### config.mk
export PLATFORM = sky130hd
export DESIGN_NAME = mean_square_accum
export DESIGN_NICKNAME = d
export VERILOG_FILES = /design/src/rtl/mean_square_pkg.sv /design/src/rtl/mean_square_accum_sq8.sv /design/src/rtl/mean_square_accum.sv
export SDC_FILE = /design/constraint.sdc
export NUM_CORES = 1
export LEC_CHECK = 0
export CAP_MARGIN = 20
export CELL_PAD_IN_SITES_DETAIL_PLACEMENT = 0
export CELL_PAD_IN_SITES_GLOBAL_PLACEMENT = 2
export CORE_AREA = 5 5 110 133
export DETAILED_ROUTE_END_ITERATION = 6
export DIE_AREA = 0 0 115 138
export HOLD_SLACK_MARGIN = 0.08
export PLACE_DENSITY_LB_ADDON = 0.2
export SETUP_SLACK_MARGIN = 0.3
export SLEW_MARGIN = 10
export SYNTH_ARGS = -nofsm -noshare
export SYNTH_HDL_FRONTEND = slang
export SYNTH_SLANG_ARGS = --single-unit
### constraint.sdc
create_clock -name clk -period 7.45 [get_ports clk]
set_clock_uncertainty 0.1 [all_clocks]
set_input_delay 2.235 -clock clk [delete_from_list [all_inputs] [get_ports clk]]
set_output_delay 2.235 -clock clk [all_outputs]
set_load 0.05 [all_outputs]
### src/rtl/mean_square_pkg.sv
// ---------------------------------------------------------------------------
// mean_square_pkg
// Shared types and constants for the mean-of-squares accumulator.
//   ms_state_e     : FSM state encoding (ACCUM collects samples, HOLD offers
//                    the finished result downstream)
//   N_LOG2_DEFAULT : default log2 of the window length
//   SAMPLE_W       : width of an input sample
//   RESULT_W       : width of the mean-of-squares result (8x8 square width)
//   max_u8         : larger of two unsigned sample magnitudes
// ---------------------------------------------------------------------------
package mean_square_pkg;

    typedef enum logic [0:0] {
        ACCUM = 1'b0,
        HOLD  = 1'b1
    } ms_state_e;

    localparam int N_LOG2_DEFAULT = 4;
    localparam int SAMPLE_W       = 8;
    localparam int RESULT_W       = 16;

    function automatic logic [SAMPLE_W-1:0] max_u8(
        input logic [SAMPLE_W-1:0] a,
        input logic [SAMPLE_W-1:0] b
    );
        logic [SAMPLE_W-1:0] m;
        if (a > b) begin
            m = a;
        end else begin
            m = b;
        end
        return m;
    endfunction

endpackage

### src/rtl/mean_square_accum_sq8.sv
// ---------------------------------------------------------------------------
// sq8
// Combinational unsigned squarer: sq = a * a.
//   a  : 8-bit unsigned operand
//   sq : 16-bit unsigned square (max 255*255 = 65025, always fits)
// ---------------------------------------------------------------------------
module sq8
    import mean_square_pkg::*;
(
    input  logic [SAMPLE_W-1:0] a,
    output logic [RESULT_W-1:0] sq
);

    logic [RESULT_W-1:0] a_ext_s;

    assign a_ext_s = {8'd0, a};
    assign sq      = a_ext_s * a_ext_s;

endmodule

### src/rtl/mean_square_accum.sv
// ---------------------------------------------------------------------------
// mean_square_accum
// Accumulates the squared magnitude of 2^N_LOG2 samples and presents their
// mean (sum >> N_LOG2) together with the largest magnitude seen in the
// window. The result is held until the downstream stage takes it.
//
// Parameters
//   N_LOG2       : log2 of the window length, 1..8
// Ports
//   clk          : clock, rising edge
//   rst          : synchronous active-high reset
//   sample       : input sample (unsigned, or two's complement if signed)
//   sample_valid : sample is offered
//   sample_ready : sample is accepted this cycle (ACCUM, no clear, no rst)
//   clear        : discard the partial window (ignored while holding)
//   num          : mean of squares over the last window (registered)
//   peak         : largest magnitude in the last window (registered)
//   num_valid    : num/peak are valid (registered)
//   num_ready    : downstream takes the result
//
// Build option
//   MEAN_SQUARE_SIGNED_EN : when defined, sample is two's complement and the
//                           magnitude is |sample| (-128 -> 128). Otherwise
//                           sample is unsigned and used as-is.
// ---------------------------------------------------------------------------
module mean_square_accum
    import mean_square_pkg::*;
#(
    parameter int N_LOG2 = N_LOG2_DEFAULT
) (
    input  logic                clk,
    input  logic                rst,
    input  logic [SAMPLE_W-1:0] sample,
    input  logic                sample_valid,
    output logic                sample_ready,
    input  logic                clear,
    output logic [RESULT_W-1:0] num,
    output logic [SAMPLE_W-1:0] peak,
    output logic                num_valid,
    input  logic                num_ready
);

    // Sum of up to 2^N_LOG2 squares of at most 65025 cannot overflow this.
    localparam int ACC_W = RESULT_W + N_LOG2;
    localparam logic [N_LOG2-1:0] CNT_ONE = {{(N_LOG2-1){1'b0}}, 1'b1};

    ms_state_e           state_r;
    ms_state_e           state_next_s;
    logic [ACC_W-1:0]    acc_r;
    logic [N_LOG2-1:0]   cnt_r;
    logic [SAMPLE_W-1:0] pk_r;
    logic [RESULT_W-1:0] num_r;
    logic [SAMPLE_W-1:0] peak_r;
    logic                num_valid_r;

    logic                sample_ready_s;
    logic                accept_s;
    logic                last_s;
    logic [SAMPLE_W-1:0] mag_s;
    logic [RESULT_W-1:0] sq_s;
    logic [ACC_W-1:0]    sum_s;
    logic [SAMPLE_W-1:0] pk_next_s;

    // Sample magnitude: absolute value in the signed build, identity otherwise.
    always_comb begin
        mag_s = sample;
`ifdef MEAN_SQUARE_SIGNED_EN
        if (sample[SAMPLE_W-1]) begin
            // -128 negates to 8'h80, which read unsigned is the correct 128.
            mag_s = (~sample) + 8'd1;
        end else begin
            mag_s = sample;
        end
`endif
    end

    sq8 u_sq8 (
        .a  (mag_s),
        .sq (sq_s)
    );

    assign accept_s  = sample_valid & sample_ready_s;
    assign last_s    = &cnt_r;
    assign sum_s     = acc_r + {{N_LOG2{1'b0}}, sq_s};
    assign pk_next_s = max_u8(pk_r, mag_s);

    // FSM state register.
    always_ff @(posedge clk) begin
        if (rst) begin
            state_r <= ACCUM;
        end else begin
            state_r <= state_next_s;
        end
    end

    // FSM next-state logic.
    always_comb begin
        state_next_s = ACCUM;
        case (state_r)
            ACCUM: begin
                if (accept_s && last_s) begin
                    state_next_s = HOLD;
                end else begin
                    state_next_s = ACCUM;
                end
            end
            HOLD: begin
                if (num_ready) begin
                    state_next_s = ACCUM;
                end else begin
                    state_next_s = HOLD;
                end
            end
            default: state_next_s = ACCUM;
        endcase
    end

    // FSM output logic: accept only while collecting and not clearing.
    always_comb begin
        sample_ready_s = 1'b0;
        if ((state_r == ACCUM) && !clear && !rst) begin
            sample_ready_s = 1'b1;
        end else begin
            sample_ready_s = 1'b0;
        end
    end

    // Accumulator, counter, running peak and result registers.
    always_ff @(posedge clk) begin
        if (rst) begin
            acc_r       <= {ACC_W{1'b0}};
            cnt_r       <= {N_LOG2{1'b0}};
            pk_r        <= 8'd0;
            num_r       <= 16'd0;
            peak_r      <= 8'd0;
            num_valid_r <= 1'b0;
        end else begin
            case (state_r)
                ACCUM: begin
                    if (clear) begin
                        acc_r <= {ACC_W{1'b0}};
                        cnt_r <= {N_LOG2{1'b0}};
                        pk_r  <= 8'd0;
                    end else if (accept_s && last_s) begin
                        // Window complete: publish and start the next window empty.
                        num_r       <= sum_s[N_LOG2 +: RESULT_W];
                        peak_r      <= pk_next_s;
                        num_valid_r <= 1'b1;
                        acc_r       <= {ACC_W{1'b0}};
                        cnt_r       <= {N_LOG2{1'b0}};
                        pk_r        <= 8'd0;
                    end else if (accept_s) begin
                        acc_r <= sum_s;
                        cnt_r <= cnt_r + CNT_ONE;
                        pk_r  <= pk_next_s;
                    end else begin
                        acc_r <= acc_r;
                    end
                end
                HOLD: begin
                    // clear is deliberately ignored here so the result is not lost.
                    if (num_ready) begin
                        num_valid_r <= 1'b0;
                        acc_r       <= {ACC_W{1'b0}};
                        cnt_r       <= {N_LOG2{1'b0}};
                        pk_r        <= 8'd0;
                    end else begin
                        num_valid_r <= 1'b1;
                    end
                end
                default: begin
                    num_valid_r <= 1'b0;
                    acc_r       <= {ACC_W{1'b0}};
                    cnt_r       <= {N_LOG2{1'b0}};
                    pk_r        <= 8'd0;
                end
            endcase
        end
    end

    assign sample_ready = sample_ready_s;
    assign num          = num_r;
    assign peak         = peak_r;
    assign num_valid    = num_valid_r;

endmodule
-- Yosys cells after proc, flatten, opt, wreduce, memory -nomap -nowiden
Cells that the tools add are included.
- flip-flop bits (word level): 58
- latch bits: 0
- bits in writable memories: 0
- ROM bits: 0
- bits of input ports: 13
- output and inout port bits: 26
- word-level logic and storage cells: 50
- memories: 0
- add/sub/neg operators: 2
- $mul: 1
- divide/modulo/power cells: 0
- $lt $le $gt $ge: 1
- eq/ne operators: 4
- shift-type cells: 0
- mux-type cells: 23
- bitwise operators: 3
- reductions and logical operators: 9
- operators with widths (operator ; count):
    2-to-1 mux 20 bit ; 4
    2-to-1 mux 8 bit ; 5
    case mux 20 bit (2 select lines) ; 1
    adder 20 x 16 -> 20 bit ; 1
    multiplier 8 x 8 -> 16 bit ; 1
    2-to-1 mux 4 bit ; 4
    case mux 8 bit (2 select lines) ; 1
    greater-than comparator 8 bit ; 1
    case mux 4 bit (2 select lines) ; 1
    != test 2 bit, second input constant ; 3
    2-to-1 mux 1 bit ; 5
    adder 4 x 1 -> 4 bit, second input constant ; 1
    != test 4 bit, second input constant ; 1
    case mux 1 bit (2 select lines) ; 2
    AND reduction 2 bit ; 2
    AND reduction 4 bit ; 1
    logical AND 1 bit ; 3
    AND reduction 3 bit ; 1
    zero test 1 bit ; 2
    inverter 1 bit ; 2
    AND 1 bit ; 1

-- Depth between registers and ports, before layout
- word-level depth: 9
- depth in mapped cells: 19
- mapped depth without buffers: 17

-- Modules after synthesis
From an unflattened synthesis, not the netlist that was laid out.
- cell total of the unflattened synthesis: 614
- area total of the unflattened synthesis: 5087.4 um^2
- by module, submodules not included (module ; instances ; cells an instance ; area each (um^2) ; sequential area each (um^2)):
    mean_square_accum ; 1 ; 399 ; 3344.5 ; 1161.1
    sq8 ; 1 ; 215 ; 1742.9 ; 0.0

-- Worst setup path before layout
Ideal clock, no wire load.
- path type: input -> register
- from: in sample[6]
- to: reg acc_r[17]
- setup time: 0.122 ns
- arrival time: 6.405 ns
- required time: 7.228 ns
- setup slack: 0.823 ns
- stages on the path: 18
- buffers on the path: 1
- cell sequence: clkbuf_1 -> inv_1 -> nor2_1 -> inv_1 -> fa_1 -> inv_1 -> fa_1 -> fa_1 -> inv_1 -> fa_1 -> inv_1 -> ha_1 -> a21o_1 -> or2_4 -> o22ai_4 -> o211ai_2 -> a32o_1 -> a311o_1
- word-level cells in the longest chain between the ends: 6
- RTL lines (what ; line ; RTL):
    from (decl) ; mean_square_accum.sv:33 ; input logic [SAMPLE_W-1:0] sample,
    multiplier 8 x 8 -> 16 bit ; mean_square_accum_sq8.sv:17 ; assign sq = a_ext_s * a_ext_s;
    adder 20 x 16 -> 20 bit ; mean_square_accum.sv:84 ; assign sum_s = acc_r + {{N_LOG2{1'b0}}, sq_s};
    2-to-1 mux 20 bit ; mean_square_accum.sv:152 ; end else if (accept_s) begin
    2-to-1 mux 20 bit ; mean_square_accum.sv:144 ; end else if (accept_s && last_s) begin
    2-to-1 mux 20 bit ; mean_square_accum.sv:140 ; if (clear) begin
    case mux 20 bit (2 select lines) ; mean_square_accum.sv:138 ; case (state_r)
    to (signal assigned) ; mean_square_accum.sv:141 ; acc_r <= {ACC_W{1'b0}};
    to (signal assigned) ; mean_square_accum.sv:149 ; acc_r <= {ACC_W{1'b0}};
    to (signal assigned) ; mean_square_accum.sv:153 ; acc_r <= sum_s;
    to (decl) ; mean_square_accum.sv:49 ; logic [ACC_W-1:0] acc_r;
Every way passes these cells. The select of a mux whose other input is x is not followed.
A chain may end at the register's enable or synchronous reset.

-- Worst setup path in the final report
- from: in sample[4]
- to: reg num_r[12] (netlist: num[12])
- word-level cells in the longest chain between the ends: 2
- RTL lines (what ; line ; RTL):
    multiplier 8 x 8 -> 16 bit ; mean_square_accum_sq8.sv:17 ;
    adder 20 x 16 -> 20 bit ; mean_square_accum.sv:84 ;
    to (signal assigned) ; mean_square_accum.sv:146 ; num_r <= sum_s[N_LOG2 +: RESULT_W];
    to (decl) ; mean_square_accum.sv:52 ; logic [RESULT_W-1:0] num_r;
Every way passes these cells.

==> run summary <==
The run gives 15900 um2 as the die area. For the total standard cell area after synthesis, the log shows 4780 um2. Tracing the worst setup path back leads to its startpoint at sample[4]. Of all nets on the critical path, the largest fanout is 7. For the total number of vias, the log shows 3791. The logs give 21.3 mm for the first-pass GRT wire length and 0 for the setup fix buffers added after clock tree synthesis. The final layout contains routed wiring with a total length of 13.0 mm. The areal power density over the cells came out at 311 nW/um2.

The tree is rooted in a clkbuf_16. The via count of the first global-routing pass was 3997; the switching portion of total power was 0.426. The x dimension of the die is 115 um. Along the worst hold path, the cell count comes to 2.

Across all register-to-register paths, the minimum setup slack is 3110 ps. The number of distinct library cells after synthesis is 56. For the pin with the worst max-slew slack, the measured transition is 1030 ps.

inv_1 is the most common cell in the netlist. Registers take 1160 um2. Power comes to 0.00177 W. Post-CTS repair changed the size of 0 cells.

Setup repair after global routing left no endpoint under its margin. The flow ran to the end, and the final reports show no timing, DRC or antenna violations. The startpoint kind of the worst setup timing path was an input port.

Sorting the synthesized cells by how often they occur yields inv_1, dfxtp_1, ha_1, nor2_1, nand2_1. Summing all multi-input logic gate instances after layout gives 3220 um2. The sequential share of power is 0.193.

Highest attainable clock frequency: 146 MHz. The placed instances occupy a cell area of 5360 um2. The internal cell power was 0.00102 W.

The XOR/XNOR share of the synthesized area is 0.0366, and the depth of the worst register-to-register path is 14. For the layout filler cell count, the log shows 1363. The longest clock path from root to sink contains 2 buffers. In this run the remaining antenna-violating nets after routing total 0. The critical path contains buffers and inverters numbering 4 combined.

The logs give 6970 ps for the worst endpoint data arrival time and 9.91 mm for the half-perimeter wire length after detailed placement. The proportion of layout cells with a drive suffix above 1 was 0.0810; the hold buffer count at CTS was 0. After synthesis the netlist holds a flip-flop and latch count of 58. The worst setup path is captured at a register.

IR analysis of the VDD net gives a maximum drop of 0.144 mV. The period utilization was 0.923; the combinational power share was 0.545. The tools report the maximum number of pins on one net before global-route repair as 40.

The worst setup path is of the in -> reg kind. The main combinational cell family by area after synthesis was adder cells. Placed cell count: 732.

The finished layout holds 748 standard cells, fillers aside. The power dissipated by switching net loads was 0.000753 W. On the final layout, the worst hold slack is 353 ps.

The most common cell type on the critical path is fa_1. For this design, the slowest cell found on the critical path is clkdlybuf4s50_1. The number of nets in the synthesized netlist is 641. The class of the tightest hold or removal check was reg -> reg.

At the later pin of the worst-skew pair, clock insertion delay measures 340 ps. The finished cells cover 5690 um2. The tools report the share of power burned in the clock network as 0.262.

The proportion of register bits with asynchronous set or reset after synthesis is 0, and the count of standard-cell rows is 46. After routing, the total negative slack on setup checks comes to 0 ps. The tools report the post-layout net count as 678. The tool flagged a number of max-cap violations equal to 0. The total area inside the core boundary comes to 13100 um2. Summed over all layers, the global routing overflow is 0. The signal on the critical path passes through clkdlybuf4s50_1 -> inv_2 -> nor2_1 -> fa_1 -> fa_1 -> fa_1 -> inv_1 -> fa_1 -> inv_1 -> ha_1 -> a21oi_1 -> o21ai_1 -> a2111o_1 -> o22ai_1 -> xor2_1 -> a211oi_1. The leakage component of the power is 2.64 nW, and the average footprint of a synthesized cell is 8.89 um2.

The post-synthesis share of cell area spent on full adders, half adders and majority gates is 0.294, and the count of buffers from port buffering is 38. The tools report the critical register-to-register path startpoint as acc_r[4]$_SDFFE_PP0P_. At the end of routability-driven placement, the weighted congestion stood at 0.908. The largest stage delay on the critical path is 620 ps, and the final period demand of the worst path is 6870 ps. The logs give 0 for the number of antenna violations at the first check in global routing and 4 for the number of iterations in the first detailed-routing pass. For the initial cell density of the core, the log shows 0.364. In the final routed layout, each cell accounts on average for 17.3 um.

In this run, synthesis inferred 0 flip-flops with an integrated enable. The share of the synthesized area in compound gates (AO/OA/AOI/OAI) is 0.186. The total stage count of the critical path was 16. The number of antenna diodes in the final layout is 0. Data on the critical path is required at its endpoint by 7550 ps.

The height of the chip works out to 138 um. TritonCTS built the clock tree. The run gives 0 as the remaining design rule violation count. The number of buffers added by the clock tree synthesis step is 9. The via count normalized by instance count was 5.07; the number of DRC markers in iteration 0 was 109.

The biggest area contributor in the post-synthesis netlist is dfxtp_1. The run gives 3 as the deepest level of the CTS H-tree. The cell type group with the largest total delay on the critical path was adder cells. Global routing usage summed across all routing layers: 0.174. For the I/O pin count, the log shows 39.

Main flop type after synthesis: dfxtp_1. Layout-stage area growth over the synthesis result: 19.0%. For the number of clock sinks seen by CTS, the log shows 58.

Clock-pin slew was measured on the worst setup and hold paths at 60 ps. The final-report max-slew violation count is 0. Synthesis produced a netlist whose cell count is 538.

The logs give 0 for the final setup violation count and 0.243 for the register area share after synthesis. The final-report hold violation count came out at 0. The worst hold path begins at num[6]$_SDFFE_PP0P_.

The endpoint identified for the worst register-to-register timing path is acc_r[17]$_SDFFE_PP0P_. The tools report the capture endpoint of the worst hold path as num[6]$_SDFFE_PP0P_. The share of Yosys cell area claimed by the top area cell type was 0.243.

Post-synthesis share of cell area spent on and, or, nand and nor gates: 0.136. By area the synthesized netlist is led by dfxtp_1, fa_1, ha_1, inv_1, a22o_1. The proportion of synthesized area in mux cells was 0.0209. Yosys printed 0 warnings. The worst slew margin relative to its limit was 0.314.
power by group through the flow:
stage / registers (W) / logic, W / clock network [W]
floorplan: 0.000345 / 0.000724 / 0
global placement: 0.000348 / 0.000964 / 0
detailed placement: 0.000348 / 0.000970 / 0
CTS: 0.000342 / 0.000976 / 0.000477
global route: 0.000344 / 0.00109 / 0.000489
finish: 0.000341 / 0.000964 / 0.000463
through the flow:
step	util	worst slack [ps]
after CTS	0.433	538
after global placement	0.409	219
after detailed placement	0.409	203
after floorplan	-	823
final	0.434	577
after global routing	0.434	324
placed cells by master (no fill, tap or decap), drive strengths merged, types with 4 or more instances in the layout:
cell type,instances
and2,10
nor3b,4
dfxtp,58
mux2i,10
xor2,7
xnor2,13
o21ai,18
a21oi,28
nand2,40
nor2,43
clkbuf,9
nor3,6
ha,53
buf,13
nand2b,7
inv,81
o22ai,5
o21a,5
a22o,20
clkdlybuf4s50,38
fa,37
a211oi,12
a21o,10
nand3,12
area by class of cell:
class                           count  area share
Multi-Input combinational cell    376       0.566
Sequential cell                    58       0.204
Timing Repair Buffer               51      0.0840
Inverter                           79      0.0521
Clock buffer                        9      0.0396
Tap cell                          168      0.0369
Clock inverter                      7      0.0178
worst reg2reg max path, cell delays in order, from the launching register on:
cell      delay (ps)
dfxtp_1          320
inv_1             80
fa_1             510
fa_1             520
inv_1             40
ha_1             270
inv_1             50
fa_1             530
fa_1             480
nand2b_1         260
a21oi_4          200
o22ai_4          130
o211ai_2         200
o21ai_0          160
a311o_1          370
worst max-delay path by stage:
stage | slack, ps | to
6_report | 580 | num[12]$_SDFFE_PP0P_
5_1_grt | 320 | num[12]$_SDFFE_PP0P_
2_1_floorplan | 820 | acc_r[17]$_SDFFE_PP0P_
3_5_place_dp | 200 | num[12]$_SDFFE_PP0P_
3_3_place_gp | 220 | num[12]$_SDFFE_PP0P_
4_1_cts | 540 | num[12]$_SDFFE_PP0P_
metal layers:
metal	part of all wire	vias up	GRT usage	routed length, um
li1	-	1884	-	-
met1	0.46	1829	0.231	5980
met2	0.49	59	0.279	6300
met3	0.030	19	0.0393	392
met4	0.021	0	0.0556	267
met5	0	-	0	0
registers in the layout, indices dropped and copies added, names as in the netlist:
signal     flops
state_r        1
peak           8
num_valid      1
cnt_r          4
pk_r           8
num           16
acc_r         20
cells by family after synthesis:
kind of cell | Yosys count
flops | 58
buf+inv | 104
simple gates | 138
fa+ha+maj | 90
mux | 10
compound gates | 118
xor+xnor | 20
Power figures use the tool's default switching activity.
